===== config.mk =====
export PLATFORM = sky130hd
export DESIGN_NAME = rr_mux_reg
export DESIGN_NICKNAME = d
export VERILOG_FILES = /design/src/rtl/rr_mux_reg.sv
export SDC_FILE = /design/constraint.sdc
export NUM_CORES = 1
export LEC_CHECK = 0
export CAP_MARGIN = 20
export CORE_MARGIN = 2
export CORE_UTILIZATION = 36
export CTS_CLUSTER_SIZE = 24
export DETAILED_ROUTE_END_ITERATION = 7
export PLACE_DENSITY = 0.7
export SLEW_MARGIN = 20
export SYNTH_ARGS = -nofsm -noshare
export SYNTH_HDL_FRONTEND = slang
export SYNTH_SLANG_ARGS = --single-unit

===== constraint.sdc =====
create_clock -name clk -period 3.24 [get_ports clk]
set_input_delay 0.648 -clock clk [delete_from_list [all_inputs] [get_ports clk]]
set_output_delay 0.648 -clock clk [all_outputs]
set_load 0.005 [all_outputs]

===== src/rtl/rr_mux_reg.sv =====
// N-channel round-robin mux feeding a registered valid/ready output stage.
// Define MUX_LOCK_EN to add packet locking (in_last / out_last).
module rr_mux_reg #(
  parameter int ANCHO     = 8,
  parameter int N_CANALES = 4
) (
  input  logic                           clk,
  input  logic                           rst,
  input  logic [N_CANALES-1:0]           in_valid,
  input  logic [N_CANALES*ANCHO-1:0]     in_data,
`ifdef MUX_LOCK_EN
  input  logic [N_CANALES-1:0]           in_last,
  output logic                           out_last,
`endif
  output logic [N_CANALES-1:0]           in_ready,
  output logic                           out_valid,
  output logic [ANCHO-1:0]               out_data,
  output logic [$clog2(N_CANALES)-1:0]   out_sel,
  input  logic                           out_ready
);
  localparam int SEL_W = $clog2(N_CANALES);

  logic [N_CANALES-1:0][ANCHO-1:0] w_lanes;
  logic [N_CANALES-1:0]            w_req;
  logic [2*N_CANALES-1:0]          w_rot2;
  logic [SEL_W-1:0]                w_off, w_gnt, w_ptr_nxt;
  logic [SEL_W:0]                  w_sum;
  logic                            w_load, w_gnt_vld, w_acc;

  logic                            r_valid;
  logic [ANCHO-1:0]                r_data;
  logic [SEL_W-1:0]                r_sel, r_ptr;

  assign w_lanes = in_data;
  assign w_load  = !r_valid || out_ready;

`ifdef MUX_LOCK_EN
  logic r_lock, r_last;

  // While locked, r_sel is the channel that owns the open packet.
  always_comb begin
    w_req = in_valid;
    if (r_lock) begin
      w_req        = '0;
      w_req[r_sel] = in_valid[r_sel];
    end
  end
`else
  assign w_req = in_valid;
`endif

  // Rotate the request vector so bit 0 is the pointer; lowest set bit wins.
  assign w_rot2 = {w_req, w_req} >> r_ptr;

  always_comb begin
    w_gnt_vld = |w_req;
    w_off     = '0;
    for (int j = N_CANALES-1; j >= 0; j--)
      if (w_rot2[j]) w_off = SEL_W'(j);
    w_sum = {1'b0, r_ptr} + {1'b0, w_off};
    if (w_sum >= (SEL_W+1)'(N_CANALES))
      w_sum = w_sum - (SEL_W+1)'(N_CANALES);
    w_gnt = w_sum[SEL_W-1:0];
  end

  assign w_ptr_nxt = (w_gnt == SEL_W'(N_CANALES-1)) ? '0 : w_gnt + SEL_W'(1);
  // No handshake while in reset: the edge would discard the word.
  assign w_acc     = w_load && w_gnt_vld && !rst;

  for (genvar i = 0; i < N_CANALES; i++) begin : g_rdy
    assign in_ready[i] = w_acc && (w_gnt == SEL_W'(i));
  end

  always_ff @(posedge clk) begin
    if (rst) begin
      r_valid <= 1'b0;
      r_data  <= '0;
      r_sel   <= '0;
      r_ptr   <= '0;
`ifdef MUX_LOCK_EN
      r_lock  <= 1'b0;
      r_last  <= 1'b0;
`endif
    end else if (w_load) begin
      r_valid <= w_gnt_vld;
      if (w_gnt_vld) begin
        r_data <= w_lanes[w_gnt];
        r_sel  <= w_gnt;
`ifdef MUX_LOCK_EN
        r_last <= in_last[w_gnt];
        r_lock <= !in_last[w_gnt];
        if (in_last[w_gnt]) r_ptr <= w_ptr_nxt;
`else
        r_ptr  <= w_ptr_nxt;
`endif
      end
    end
  end

  assign out_valid = r_valid;
  assign out_data  = r_data;
  assign out_sel   = r_sel;
`ifdef MUX_LOCK_EN
  assign out_last  = r_last;
`endif

endmodule


==> impl_metrics.json, run 1 <==
{
  "outcome": "completed",
  "io_pins": 54,
  "htree_levels": 1,
  "ys_ff_latch": 13,
  "dp_hpwl_um": 2960,
  "postCtsHoldBufs": 0,
  "antenna_found_initial": 0,
  "syn_nets": 239,
  "initialDrtViolationCount": 60,
  "wire_per_inst_um": 12.3,
  "cpLargestDelayFamily": "buffers and inverters",
  "path_class": "in -> out",
  "synth_ff_type": "dfxtp_1",
  "layout_common_cells": "nor2_1 (52), clkdlybuf4s50_1 (45), buf_4 (32)",
  "drv_cap": 0,
  "diodes": 0,
  "fin_nets": 311,
  "cts_tree": "done",
  "grt_util_met3_pct": 3.13,
  "num_rows": 23,
  "drtPass1Iterations": 4,
  "synth.area.top_cells": "dfxtp_1 (18%), nor2_1 (14%), mux2_2 (13%), mux2i_1 (6.1%), a31oi_1 (4.7%)",
  "max-vdd-ir-drop_mv": 0.319,
  "drc": 0,
  "clock_skew_ns": 0.00778,
  "critPathMaxFanout": 7,
  "yosysTopAreaCellShare_pct": 17.6,
  "grt_max_degree": 28,
  "max_freq_ghz": 0.320,
  "max_stage_delay_ns": 0.33,
  "p_leak_nw": 0.908,
  "hold_slack_ns": 0.453,
  "cts.clk_slew.worst_paths_ns": 0.05,
  "hold_viol_final": 0,
  "start_util_pct": 37.2,
  "ant_nets": 0,
  "synthCells": 199,
  "grtUsageMet2_pct": 32.9,
  "grt.overflow.total": 0,
  "synth_edf_count": 0,
  "cts_root_buf": "clkbuf_8",
  "gp_congestion": 0.769,
  "clock_latency_ns": 0.25,
  "synth_area_sq_mm": 0.00148,
  "cp_num_buf_inv": 3,
  "die-area_sq_mm": 0.00463,
  "ys_types": 41,
  "clk_path_buf_depth": 2,
  "drive_above_1_share_pct": 29.6,
  "syn_avg_cell_area_sq_um": 7.43,
  "cts_num_sinks": 13,
  "synth-async-reset-ratio_pct": 0,
  "met1_usage_pct": 20.0,
  "cp_common_cell": "dlygate4sd2_1",
  "layout.cells.non_filler": 320,
  "grt_pass1_wl_um": 6250,
  "worstMarginPinSlew_ns": 0.586,
  "die_x_um": 68.1,
  "period_minus_slack_ns": 3.12,
  "vias": 1632,
  "synth-seq-area-share_pct": 17.6,
  "final_common_cell": "nor2_1",
  "cts_made_buffers": 3,
  "setup_viol": 0,
  "area_delta_synth_final_pct": 50.6,
  "grt-busiest-layer": "met2",
  "crit_path_cell_trace": "dlygate4sd2_1, buf_4, nor2_2, nor3_1, a211o_2, ha_4, xnor2_4, xor2_2, nor2_1, dlygate4sd2_1",
  "ys_warn_count": 0,
  "cp-start-kind": "input pin",
  "post-route-period-util_pct": 96.3,
  "worst_ep_arrival_time_ns": 2.47,
  "crit_slowest_cell": "a211o_2",
  "grt_pass1_vias": 1451,
  "totalWireLength_um": 3950,
  "powerDensity_mw_per_mm2": 695,
  "place.port_buffers": 53,
  "dp.cells": 316,
  "required_ns": 2.59,
  "crit_path_end_kind": "primary output",
  "vias_per_cell": 5.10,
  "core_area_sq_mm": 0.00397,
  "relSlewSlack_pct": 60.5,
  "slew_viol_final": 0,
  "grt_usage_pct": 17.5,
  "worstHoldPathType": "reg -> reg",
  "synth_area_leader_cell": "dfxtp_1",
  "die_h_um": 68.1
}
-- flip-flops by register name, summed over array words and instances, names as in the netlist --
| signal | flops |
|---|---|
| out_data | 8 |
| out_sel | 2 |
| out_valid | 1 |
| r_ptr | 2 |
-- per-stage QoR --
stage / TNS (ns) / cell area [sq um] / setup WS (ns) / util (%) / total power [mW]
after global placement: -5.17 / 2160 / -0.671 / 54.3 / 1.35
after CTS: 0 / 2200 / 0.0131 / 55.5 / 1.53
after global routing: -0.0111 / 2230 / -0.0111 / 56.0 / 1.67
final: 0 / 2230 / 0.119 / 56.0 / 1.55
after floorplan: 0 / 1480 / 0.0478 / - / 0.953
after detailed placement: -5.19 / 2160 / -0.665 / 54.3 / 1.37
-- cell usage after synthesis, types with 2 or more instances --
library cell and count:
nor2_1 54, mux2_2 17, nand2_1 14, dfxtp_1 13, a31oi_1 11, a21oi_1 10
mux2i_1 9, o21ai_0 8, clkbuf_1 7, nor3_1 7, buf_6 5, nand2b_1 4
nor4_1 4, or3_1 4, or3_2 4, buf_4 2, nor3_2 2
-- power by group --
group | switching, mW | leakage (nW) | internal (mW)
sequential | 0.0388 | 0.108 | 0.219
combinational | 0.508 | 0.777 | 0.634
clock | 0.0609 | 0.0228 | 0.0869
total | 0.608 | 0.908 | 0.940
-- worst register-to-register path, cell delays in order, from the launching register on --
cell and delay, ns:
dfxtp_1 0.36, buf_4 0.18, nor2_1 0.06, nand2_1 0.06, a31oi_1 0.08, a211o_2 0.31, ha_4 0.31, buf_4 0.22
mux2_2 0.37, or3_2 0.40, a31oi_1 0.20, nor3_1 0.07
-- layout make-up --
cell class | count | area, sq um
tap | 50 | 62.6
multi-input combinational | 168 | 1110
clock buffer | 4 | 45.0
timing repair buffer | 85 | 743
fill | 388 | 1750
sequential | 13 | 260
-- cell families after synthesis --
group                      count (synthesis)  share of synthesized area [%]
AOI/OAI and AO/OA                         39                           17.5
DFF                                       13                           17.6
xor gates and xnor gates                   3                           3.05
muxes                                     26                           19.1
and+or+nand+nor                           99                           31.4
buffers and inverters                     18                           10.5
adders and majority gates                  1                          0.847
-- path summary, 6_finish.rpt --
check / from / to / slack, ns / cells past startpoint
worst max-delay path: in_valid[0] / in_ready[1] / 0.12 / 10
worst min-delay path: out_sel[0]$_SDFFE_PP0N_ / out_sel[0]$_SDFFE_PP0N_ / 0.45 / 2
worst max register to register: r_ptr[0]$_SDFFE_PP0N_ / out_data[2]$_SDFFE_PP0N_ / 0.53 / 11
worst min register to register: out_sel[0]$_SDFFE_PP0N_ / out_sel[0]$_SDFFE_PP0N_ / 0.45 / 2
-- repair_timing --
item	in CTS	in global routing
buffers inserted	0	0
pin swaps	7	5
endpoints found under the setup margin	12	4
resized for setup	18	13
-- metal layers --
metal / vias up / share of wire [%]
met3: 4 / 4.2
met1: 756 / 43
met5: - / 0
met2: 33 / 52
met4: 0 / 1.0
li1: 839 / -
Note: power is estimated with default switching activity, not from simulation.
==> inputs of run 2 (changes only) <==
Settings changed: ABC_AREA set to 1, GPL_ROUTABILITY_DRIVEN set to 0, PLACE_DENSITY 0.7 to 0.76.
==> run 2 against run 1 <==
Compared with the run above: hold slack better by 0.032 ns; via count is 28% lower; critical path depth is 4 higher; non-clock buffer count is 23 lower.
==> impl_metrics.json, run 2 <==
{
  "diodes": 0,
  "antenna_found_initial": 0,
  "required_ns": 2.59,
  "cts_tree": "done",
  "synth_most_common_cell": "nand2_1",
  "layout.cells.non_filler": 249,
  "hold_viol_final": 0,
  "path_class": "in -> out",
  "cts_made_buffers": 3,
  "grt_max_degree": 22,
  "syn_nets": 201,
  "fin_area_sq_mm": 0.00170,
  "die_x_um": 59.0,
  "cts_setup_buffers": 0,
  "core_area_sq_mm": 0.00281,
  "postCtsHoldBufs": 0,
  "yosys-top-cells-count": "nand2_1 (31), nand3_1 (27), nor2_1 (25)",
  "clock_latency_ns": 0.28,
  "syn_avg_cell_area_sq_um": 6.77,
  "ys_warn_count": 0,
  "worstMarginPinSlew_ns": 0.613,
  "cp-start-kind": "input pin",
  "power_mw": 1.65,
  "cts_num_sinks": 13,
  "post-route-period-util_pct": 91.4,
  "crit_slowest_cell": "dlygate4sd2_1",
  "synth-async-reset-ratio_pct": 0,
  "relSlewSlack_pct": 59.1,
  "worst_ep_arrival_time_ns": 2.31,
  "dp_hpwl_um": 2010,
  "num_rows": 19,
  "period_minus_slack_ns": 2.96,
  "fin_nets": 259,
  "synth.area.top_cells": "dfxtp_1 (24%), mux2_2 (17%), nand3_1 (12%), nand2_1 (11%), nor2_1 (8.6%)",
  "drive_above_1_share_pct": 22.5,
  "dp.cells": 245,
  "clock_skew_ns": 0.00835,
  "die-area_sq_mm": 0.00348,
  "max-vdd-ir-drop_mv": 0.436,
  "slew_viol_final": 0,
  "vias": 1182,
  "max_stage_delay_ns": 0.26,
  "yosysTopAreaCellShare_pct": 23.9,
  "ys_types": 25,
  "synth_area_sq_mm": 0.00109,
  "pre_cts_slack_ns": -0.294,
  "critPathMaxFanout": 4,
  "start_util_pct": 38.8,
  "layout_setup_ws_ns": 0.279,
  "hold_slack_ns": 0.485,
  "drc": 0,
  "drv_cap": 0,
  "synth_ff_type": "dfxtp_1",
  "drtPass1Iterations": 4,
  "outcome": "completed",
  "synthCells": 161,
  "final_util_pct": 60.6,
  "grt_usage_pct": 16.4,
  "place_area_sq_mm": 0.00166,
  "synth-seq-area-share_pct": 23.9,
  "crit_path_cell_trace": "dlygate4sd2_1, nand2_1, nand3_1, nand2_1, nand3_1, a21boi_2, ha_2, xor2_2, buf_4, nand2_4, nand2_4, inv_2, nor3_2, dlygate4sd2_1",
  "worstHoldPathType": "reg -> reg",
  "rsz0062_at_grt": "no",
  "cts.clk_slew.worst_paths_ns": 0.08,
  "grt.overflow.total": 0,
  "p_leak_nw": 0.850,
  "die_h_um": 59.0,
  "setup_viol": 0,
  "grt_pass1_vias": 1089,
  "ant_nets": 0,
  "max_freq_ghz": 0.338,
  "cts_root_buf": "clkbuf_4",
  "place.port_buffers": 53,
  "crit_path_end_kind": "primary output",
  "synth_edf_count": 0,
  "final_common_cell": "clkdlybuf4s50_1",
  "initialDrtViolationCount": 23,
  "clk_path_buf_depth": 2,
  "vias_per_cell": 4.75,
  "htree_levels": 1,
  "totalWireLength_um": 2620,
  "largest_reg_flops": 8,
  "area_delta_synth_final_pct": 55.9,
  "grt_pass1_wl_um": 4450,
  "ys_ff_latch": 13,
  "wire_per_inst_um": 10.5,
  "io_pins": 54,
  "synth_area_leader_cell": "dfxtp_1",
  "fin_setup_tns_ns": 0,
  "powerDensity_mw_per_mm2": 969,
  "layout_common_cells": "clkdlybuf4s50_1 (45), nand2_1 (30), nand3_1 (27)"
}
==> run 2: cell count changes in the layout (fill, tap and decap cells not counted), sizes merged, moves of 6 or more <==
cell | before | now
nor2 | 54 | 25
nand3 | 0 | 28
nand2 | 15 | 41
buf | 34 | 9
inv | 0 | 18
a31oi | 11 | 0
mux2i | 9 | 0
a21oi | 10 | 2
or3 | 8 | 0
nor3 | 9 | 2
o21ai | 9 | 3
==> run 2: what timing repair did <==
item                                    in CTS  in global routing
pin swaps                                    0                  1
endpoints found under the setup margin       4                  4
cloned                                       0                  0
gates resized for setup                      7                  6
==> run 2: final timing paths <==
| kind | end | depth (start not counted) | slack (ns) | from |
|---|---|---|---|---|
| worst max-delay path | in_ready[2] | 14 | 0.28 | in_valid[2] |
| worst max register to register | out_data[0]$_SDFFE_PP0N_ | 11 | 0.94 | r_ptr[1]$_SDFFE_PP0N_ |
| worst min-delay path | out_sel[0]$_SDFFE_PP0N_ | 2 | 0.48 | out_sel[0]$_SDFFE_PP0N_ |
| worst min register to register | out_sel[0]$_SDFFE_PP0N_ | 2 | 0.48 | out_sel[0]$_SDFFE_PP0N_ |
==> run 2: area by class of cell <==
type                       instances  area, sq um
clock buffer                       4         26.3
fill                             264         1110
inverter                          19         72.6
multi-input combinational        120          702
sequential                        13          260
tap                               31         38.8
timing repair buffer              62          599
==> run 2: cell families after synthesis <==
| group | after synthesis | share of synthesized area, % |
|---|---|---|
| AOI/OAI and AO/OA | 6 | 3.33 |
| xor gates and xnor gates | 1 | 0.804 |
| adders and majority gates | 1 | 1.15 |
| buffers and inverters | 28 | 13.2 |
| DFF | 13 | 23.9 |
| muxes | 16 | 16.5 |
| and+or+nand+nor | 96 | 41.1 |
==> run 2: per-layer routing <==
| metal | up-vias | part of all wire (%) | GRT usage [%] | wire (um) |
|---|---|---|---|---|
| li1 | 621 | - | - | - |
| met4 | 0 | 1.0 | 4.87 | 27 |
| met3 | 4 | 6.7 | 4.37 | 174 |
| met5 | - | 0 | 0 | 0 |
| met1 | 523 | 44 | 20.5 | 1150 |
| met2 | 34 | 48 | 27.8 | 1270 |
==> run 2: where the power goes <==
| group | internal, mW | switching, mW | total, mW |
|---|---|---|---|
| Combinational | 0.656 | 0.595 | 1.25 |
| Clock | 0.0478 | 0.0604 | 0.108 |
| Sequential | 0.234 | 0.0534 | 0.287 |
| Total | 0.938 | 0.709 | 1.65 |
==> run 2: worst max-delay path: cells and delay by family <==
family                     cells  cell delay (ns)
AOI/OAI and AO/OA              1             0.12
xor gates and xnor gates       1             0.15
adders and majority gates      1             0.19
buffers and inverters          4             0.68
and+or+nand+nor                7             0.51
